File: src/rtl/instruction_fetch_unit_pkg.sv
// ============================================================================
// Module      : instruction_fetch_unit_pkg
// Description : Shared constants and fetch FSM encodings for the fetch unit.
// Revision    : 1.0 - initial release
// ============================================================================
`default_nettype none

package instruction_fetch_unit_pkg;

  localparam logic [31:0] NOP_INSTR   = 32'h0000_0013;
  localparam int unsigned INSTR_BYTES = 4;

  typedef enum logic [1:0] {
    FETCH_ST = 2'd0,
    HOLD_ST  = 2'd1,
    FLUSH_ST = 2'd2
  } fetch_state_t;

endpackage

`default_nettype wire

File: src/rtl/instruction_fetch_unit.sv
// ============================================================================
// Module      : instruction_fetch_unit
// Description : PC owner; fetches words from PMEM (req/ack) and hands them to
//               decode (valid/ready), honouring execute-stage redirects.
//               Optional macro MISALIGN_TRAP_EN adds the fetch_misaligned trap.
// Revision    : 1.0 - initial release
// ============================================================================
`default_nettype none

module instruction_fetch_unit
  import instruction_fetch_unit_pkg::*;
#(
  parameter int unsigned          PC_WIDTH = 32,
  parameter logic [PC_WIDTH-1:0]  RESET_PC = '0
) (
  input  logic                clk,
  input  logic                rst_n,
  output logic                pmem_req,
  output logic [PC_WIDTH-1:0] pmem_addr,
  input  logic                pmem_ack,
  input  logic [31:0]         pmem_rdata,
  output logic [31:0]         instr,
  output logic [PC_WIDTH-1:0] instr_pc,
  output logic                instr_valid,
  input  logic                instr_ready,
  input  logic                redirect_valid,
  input  logic [PC_WIDTH-1:0] redirect_pc
`ifdef MISALIGN_TRAP_EN
  ,
  output logic                fetch_misaligned
`endif
);

  fetch_state_t        r_state, w_state_next;
  logic [PC_WIDTH-1:0] r_pc, w_pc_next;
  logic [PC_WIDTH-1:0] w_target, w_addr_next, w_instr_pc_next;
  logic [31:0]         w_instr_next;
  logic                w_valid_next, w_req_next;
  logic                w_ack, w_tgt_mis, w_halted, w_mis_next;

  // An ack only counts against a request we actually have outstanding.
  assign w_ack = pmem_ack & pmem_req;

`ifdef MISALIGN_TRAP_EN
  assign w_target  = redirect_pc;
  assign w_tgt_mis = |redirect_pc[1:0];
  assign w_halted  = fetch_misaligned;
`else
  assign w_target  = redirect_pc & ~PC_WIDTH'(3);
  assign w_tgt_mis = 1'b0;
  assign w_halted  = 1'b0;
`endif

  always_ff @(posedge clk or negedge rst_n) begin
    if (!rst_n) begin
      r_state     <= FETCH_ST;
      r_pc        <= RESET_PC;
      pmem_req    <= 1'b0;
      pmem_addr   <= RESET_PC;
      instr       <= NOP_INSTR;
      instr_pc    <= '0;
      instr_valid <= 1'b0;
`ifdef MISALIGN_TRAP_EN
      fetch_misaligned <= 1'b0;
`endif
    end else begin
      r_state     <= w_state_next;
      r_pc        <= w_pc_next;
      pmem_req    <= w_req_next;
      pmem_addr   <= w_addr_next;
      instr       <= w_instr_next;
      instr_pc    <= w_instr_pc_next;
      instr_valid <= w_valid_next;
`ifdef MISALIGN_TRAP_EN
      fetch_misaligned <= w_mis_next;
`endif
    end
  end

  always_comb begin
    w_state_next    = r_state;
    w_pc_next       = r_pc;
    w_instr_next    = instr;
    w_instr_pc_next = instr_pc;
    w_valid_next    = instr_valid;
    w_mis_next      = w_halted;
    w_req_next      = 1'b0;
    w_addr_next     = pmem_addr;

    case (r_state)
      FETCH_ST: begin
        if (redirect_valid) begin
          w_pc_next  = w_target;
          w_mis_next = w_tgt_mis;
          // A request still waiting for its ack cannot be withdrawn.
          w_state_next = (pmem_req && !pmem_ack) ? FLUSH_ST : FETCH_ST;
        end else if (w_ack) begin
          w_instr_next    = pmem_rdata;
          w_instr_pc_next = r_pc;
          w_valid_next    = 1'b1;
          w_pc_next       = r_pc + PC_WIDTH'(INSTR_BYTES);
          w_state_next    = HOLD_ST;
        end
      end
      HOLD_ST: begin
        if (redirect_valid || instr_ready) begin
          w_valid_next = 1'b0;
          w_instr_next = NOP_INSTR;
          w_state_next = FETCH_ST;
        end
        if (redirect_valid) begin
          w_pc_next  = w_target;
          w_mis_next = w_tgt_mis;
        end
      end
      FLUSH_ST: begin
        if (redirect_valid) begin
          w_pc_next  = w_target;
          w_mis_next = w_tgt_mis;
        end
        if (w_ack) w_state_next = FETCH_ST;
      end
      default: w_state_next = FETCH_ST;
    endcase

    case (w_state_next)
      FLUSH_ST: w_req_next = 1'b1;
      FETCH_ST: begin
        // Leaving FLUSH forces one idle cycle on pmem_req.
        w_req_next  = !w_mis_next && (r_state != FLUSH_ST);
        w_addr_next = w_pc_next;
      end
      default:  w_req_next = 1'b0;
    endcase
  end

endmodule

`default_nettype wire

File: config.mk
export PLATFORM = sky130hd
export DESIGN_NAME = instruction_fetch_unit
export DESIGN_NICKNAME = d
export VERILOG_FILES = /design/src/rtl/instruction_fetch_unit_pkg.sv /design/src/rtl/instruction_fetch_unit.sv
export SDC_FILE = /design/constraint.sdc
export NUM_CORES = 1
export LEC_CHECK = 0
export BUFFER_PORTS_ARGS = -buffer_cell sky130_fd_sc_hd__buf_2
export CAP_MARGIN = 20
export CORE_MARGIN = 1.5
export CORE_UTILIZATION = 54
export CTS_CLUSTER_SIZE = 30
export DETAILED_ROUTE_END_ITERATION = 6
export PLACE_DENSITY = 0.87
export RECOVER_POWER = 25
export SYNTH_ARGS = -nofsm -noshare
export SYNTH_HDL_FRONTEND = slang
export SYNTH_SLANG_ARGS = --single-unit
File: constraint.sdc
create_clock -name clk -period 2.6 [get_ports clk]
set_input_delay 0.26 -clock clk [delete_from_list [all_inputs] [get_ports clk]]
set_output_delay 0.26 -clock clk [all_outputs]
set_load 0.05 [all_outputs]
-- Yosys cells after proc, flatten, opt, wreduce, memory -nomap -nowiden
Index checks and enable logic that the tools add are counted.
- word-level logic and storage cells: 45
- register bits after elaboration: 132
- multiplexer cells: 19
- bitwise operators: 2
- reduce and logical (&&, ||, !) cells: 9
- add/sub/neg operators: 1
- eq/ne operators: 7
- operator list (cell ; count):
    two-way mux 32 bit ; 6
    one-hot mux 32 bit (2 select lines) ; 2
    adder 32 x 3 -> 32 bit (second input constant) ; 1
    two-way mux 2 bit ; 5
    inequality test 2 bit (second input constant) ; 4
    one-hot mux 2 bit (3 select lines) ; 1
    equality test 2 bit (second input constant) ; 2
    logical NOT 2 bit ; 2
    one-hot mux 1 bit (2 select lines) ; 2
    AND reduction 4 bit ; 1
    two-way mux 1 bit ; 3
    AND reduction 3 bit ; 1
    equality test 2 x 1 -> 1 bit (second input constant) ; 1
    nonzero test 2 bit ; 1
    OR reduction 2 bit ; 1
    bitwise AND 1 bit ; 1
    logical AND 1 bit ; 1
    logical NOT 1 bit ; 1
    logical OR 1 bit ; 1
    inverter 1 bit ; 1

-- Logic depth before layout (Yosys ltp)
- word-level depth: 7
- depth in mapped cells: 9
- depth with buffers taken out: 8

-- Worst setup path before layout
Ideal clock, no wire load.
- kind: register to register
- from: register pmem_req
- to: register pmem_addr[24]
- arrival: 2355 ps
- path slack: 120 ps
- library setup time: 125 ps
- cell stages (with the launch flop): 6
- buffers on the path: 0
- required time: 2475 ps
- period minus slack after synthesis: 2480 ps
- cells stage by stage: dfrtp_1 nand3b_1 or4_1 nor3_1 mux2_2 mux2_2
- elaborated cells on any way between the ends: 11
- those cells by class: 8 x mux; 1 x bitwise; 2 x reduce/logical
- RTL lines (what ; RTL line ; source):
    from (decl) ; instruction_fetch_unit.sv:18 ; output logic pmem_req,
    from (signal assigned) ; instruction_fetch_unit.sv:69 ; pmem_req <= w_req_next;
    bitwise AND 1 bit ; instruction_fetch_unit.sv:42 ; assign w_ack = pmem_ack & pmem_req;
    two-way mux 32 bit ; instruction_fetch_unit.sv:97 ; end else if (w_ack) begin
    two-way mux 32 bit ; instruction_fetch_unit.sv:92 ; if (redirect_valid) begin
    one-hot mux 32 bit (2 select lines) ; instruction_fetch_unit.sv:90 ; case (r_state)
    net w_pc_next[24] ; instruction_fetch_unit.sv:35 ; logic [PC_WIDTH-1:0] r_pc, w_pc_next;
    to (signal assigned) ; instruction_fetch_unit.sv:70 ; pmem_addr <= w_addr_next;
    to (decl) ; instruction_fetch_unit.sv:19 ; output logic [PC_WIDTH-1:0] pmem_addr,
The timed path passes the listed nets, and every way through them passes these cells.
A chain may end at the register's enable or synchronous reset.

-- Final worst setup path
- from: register r_pc[2]
- to: register pmem_addr[30]
- longest elaborated chain between the ends: 4
- RTL lines (what ; RTL line ; source):
    from (decl) ; instruction_fetch_unit.sv:35 ;
    from (signal assigned) ; instruction_fetch_unit.sv:68 ; r_pc <= w_pc_next;
    adder 32 x 3 -> 32 bit ; instruction_fetch_unit.sv:101 ; w_pc_next = r_pc + PC_WIDTH'(INSTR_BYTES);
    two-way mux 32 bit ; instruction_fetch_unit.sv:97 ;
    two-way mux 32 bit ; instruction_fetch_unit.sv:92 ;
    one-hot mux 32 bit (2 select lines) ; instruction_fetch_unit.sv:90 ;
    net w_pc_next[30] ; instruction_fetch_unit.sv:35 ;
The timed path passes the listed nets, and every way through them passes these cells.

==> flow_summary.yaml <==
setup_path:
  crit_path_end_kind: "flip-flop"
  path_max_fanout: 6
  worst-endpoint-arrival_ns: 2.76
  worstSetupPathType: "flip-flop to flip-flop"
  start_kind: "flip-flop"
  required_ns: 2.91
sta:
  worst_pin_slew_ns: 0.9573
  fin_crit_ns: 2.454
  slew_headroom: 0.3618
  timing.final.crit_share: 0.9439
  fin_tns_setup_ns: 0
  slew_violations: 0
  hold_viol_final: 0
  clock_skew_ns: 0.006066
  setup_violations: 0
  max_freq_mhz: 407.5
  holdWs_ns: 0.09480
  rsz0062_at_grt: "false"
clock_tree:
  cts.sinks: 132
  clk_pin_slew_ns: 0.06
  cts.path.max_buffers: 2
  clock_latency_ns: 0.42
  cts_inserted_buffers: 17
  cts_tree: "built"
  htreeDepth: 4
  cts_setup_buffers: 0
  clk_root_buffer_cell: "clkbuf_16"
yosys:
  yosysSeqAreaShare: 0.4972
  yosys.area.top_type: "dfrtp_1"
  synth_edf_count: 0
  synthesis.nets: 719
  synth_cell_type_count: 60
  syn_area_mm2: 0.006651
  yosysWarningCount: 0
  post_synth.cell_area_avg_um2: 10.31
  syn_inst: 645
  ys.flop_type: "dfrtp_1"
  ys_ff_latch: 132
  yosysTopAreaCellShare: 0.4853
  ys_async_sr_fraction: 1.000
  yosys-top-cells-area: "dfrtp_1, mux2_2, o21ai_0, nand2_1, nand2b_1"
status:
  status: "finished, final reports clean"
routing:
  drc: 0
  vias_per_cell: 6.163
  vias: 6040
  dr.pass1.iters: 5
  wl_per_cell_um: 19.07
  detail_route.wirelength_mm: 18.69
  initialDrtViolationCount: 613
  ant_nets: 0
finish:
  postLayoutCellArea_mm2: 0.008409
  num-nets-final: 894
  layout-area-overhead-vs-synth_pct: 26.43
  layout-drive-gt1-share: 0.3721
  nFillCells: 897
  insertedDiodeCount: 0
  area.sequential_mm2: 0.003307
  finish.utilization: 0.7001
  multiInputGateArea_mm2: 0.003098
die:
  initial_core_util: 0.5537
  fp-row-count: 40
  coreArea_mm2: 0.01201
  dieWidth_um: 114.0
  dieArea_mm2: 0.01299
  die_height_um: 114.0
  ioPinCount: 167
power_and_ir_drop:
  power_switching_mw: 6.575
  ir_worst_vdd_v: 0.0008297
  p_leak_nw: 4.049
  p_seq_frac: 0.282
  powerDensity_mw_per_mm2: 1613
  internal_power_mw: 6.989
  clockPowerShare: 0.188
  comb_power_share: 0.530
  p_sw_frac: 0.4847
grt:
  grtUsageTotal: 0.2943
  grt_pass1_wl_mm: 29.50
  grt-ovfl-total: 0
  grt_max_degree: 67
  antenna_found_initial: 0
  grt_pass1_vias: 5695
run:
  maxCapViolCount: 0
place:
  io_buffers: 164
  globalplace.congestion: 0.9703
  place_area_mm2: 0.007785
  hpwl_mm: 13.30
worst_hold_path:
  hold_class: "input pin to flip-flop"
[cell usage after synthesis, types with 3 or more instances]
library cell	instances
ha_1	5
nor3_1	6
a22oi_1	6
nand3_1	18
nor2b_1	20
o21a_1	4
o31ai_1	12
a22o_1	3
nand4_1	11
a21o_1	5
a21oi_1	31
a221o_1	7
clkbuf_1	27
o221ai_1	6
a31o_2	3
nor4_1	3
dfstp_2	3
nand2b_1	30
inv_1	13
and4_1	10
mux2_2	66
o21ai_0	58
o22ai_1	3
nand2_1	64
buf_2	14
and3_1	6
o41ai_1	3
and2_1	5
a31oi_1	10
dfrtp_1	129
mux2i_1	5
a2bb2oi_1	5
nor2_1	20
[layout by cell type (no fill, tap or decap), types with 10 or more instances in the layout]
master / netlist / routed
a21oi_1: 31 / 31
a31oi_1: 10 / 10
and4_1: 10 / 10
buf_2: 14 / 163
buf_4: 1 / 32
clkbuf_16: 0 / 17
dfrtp_1: 129 / 129
inv_1: 13 / 13
mux2_2: 66 / 66
nand2_1: 64 / 64
nand2b_1: 30 / 30
nand3_1: 18 / 18
nand4_1: 11 / 11
nor2_1: 20 / 19
nor2b_1: 20 / 20
o21ai_0: 58 / 58
o31ai_1: 12 / 12
[kinds of logic after synthesis]
logic type / count (synthesis) / synth area share
flip-flops: 132 / 0.4972
XOR/XNOR: 3 / 0.003951
adder cells (fa/ha/maj): 5 / 0.009406
multiplexers: 72 / 0.1215
AO/OA/AOI/OAI: 171 / 0.1669
buffers and inverters: 59 / 0.03762
AND/OR/NAND/NOR: 203 / 0.1635
[metrics by stage]
stage | power (mW) | setup WS, ns | instances
2_1_floorplan | 9.028 | 0.1203 | 645
3_3_place_gp | 10.72 | 0.2673 | 947
3_5_place_dp | 10.99 | 0.2272 | 947
4_1_cts | 13.59 | 0.1470 | 980
5_1_grt | 14.25 | 0.03087 | 980
6_report | 13.56 | 0.1457 | 980
[worst paths after layout]
kind                                     from            end  slack [ns]  cells past startpoint
min in group asynchronous               rst_n  pmem_addr[22]        0.54                      2
worst min register to register       instr[4]       instr[4]        0.48                      2
worst max register to register        r_pc[2]  pmem_addr[30]        0.15                      6
max in group asynchronous               rst_n   instr_pc[11]        0.64                      3
worst max-delay path                  r_pc[2]  pmem_addr[30]        0.15                      6
worst min-delay path            pmem_rdata[0]       instr[0]        0.09                      3
[critical path, stage by stage, from the launching register on]
cell	delay (ns)
dfrtp_1	0.43
ha_1	0.23
nand2_1	0.17
or3_1	0.45
nor4_1	0.39
mux2_2	0.41
mux2_2	0.27
[registers in the layout (all words and copies together), names as in the netlist]
register	count
instr	32
instr_pc	32
instr_valid	1
pmem_addr	32
pmem_req	1
r_pc	32
r_state	2
[layout make-up]
class / count / share of cell area
clock inverter: 15 / 0.02425
sequential: 132 / 0.3932
clock buffer: 17 / 0.05059
inverter: 14 / 0.006249
multi-input combinational: 454 / 0.3684
timing repair buffer: 201 / 0.1354
tap: 147 / 0.02187
[what timing repair did]
| action | in CTS | in global routing |
|---|---|---|
| endpoints found under the hold margin | 35 | 0 |
| hold buffers | 1 | 0 |
| gates resized for setup | 0 | 0 |
[layer usage]
layer | track usage | wire (um)
met5 | 0 | 0
met4 | 0.1158 | 439
met3 | 0.05473 | 1546
met2 | 0.4715 | 8769
met1 | 0.3994 | 7932
[power by group through the flow]
stage / Clock (mW) / Combinational, mW / Sequential, mW
floorplan: 0 / 3.00 / 6.03
global route: 2.68 / 7.63 / 3.94
finish: 2.55 / 7.19 / 3.83
detailed placement: 0 / 7.16 / 3.83
global placement: 0 / 6.96 / 3.76
CTS: 2.58 / 7.19 / 3.81
Power figures use the tool's default switching activity.
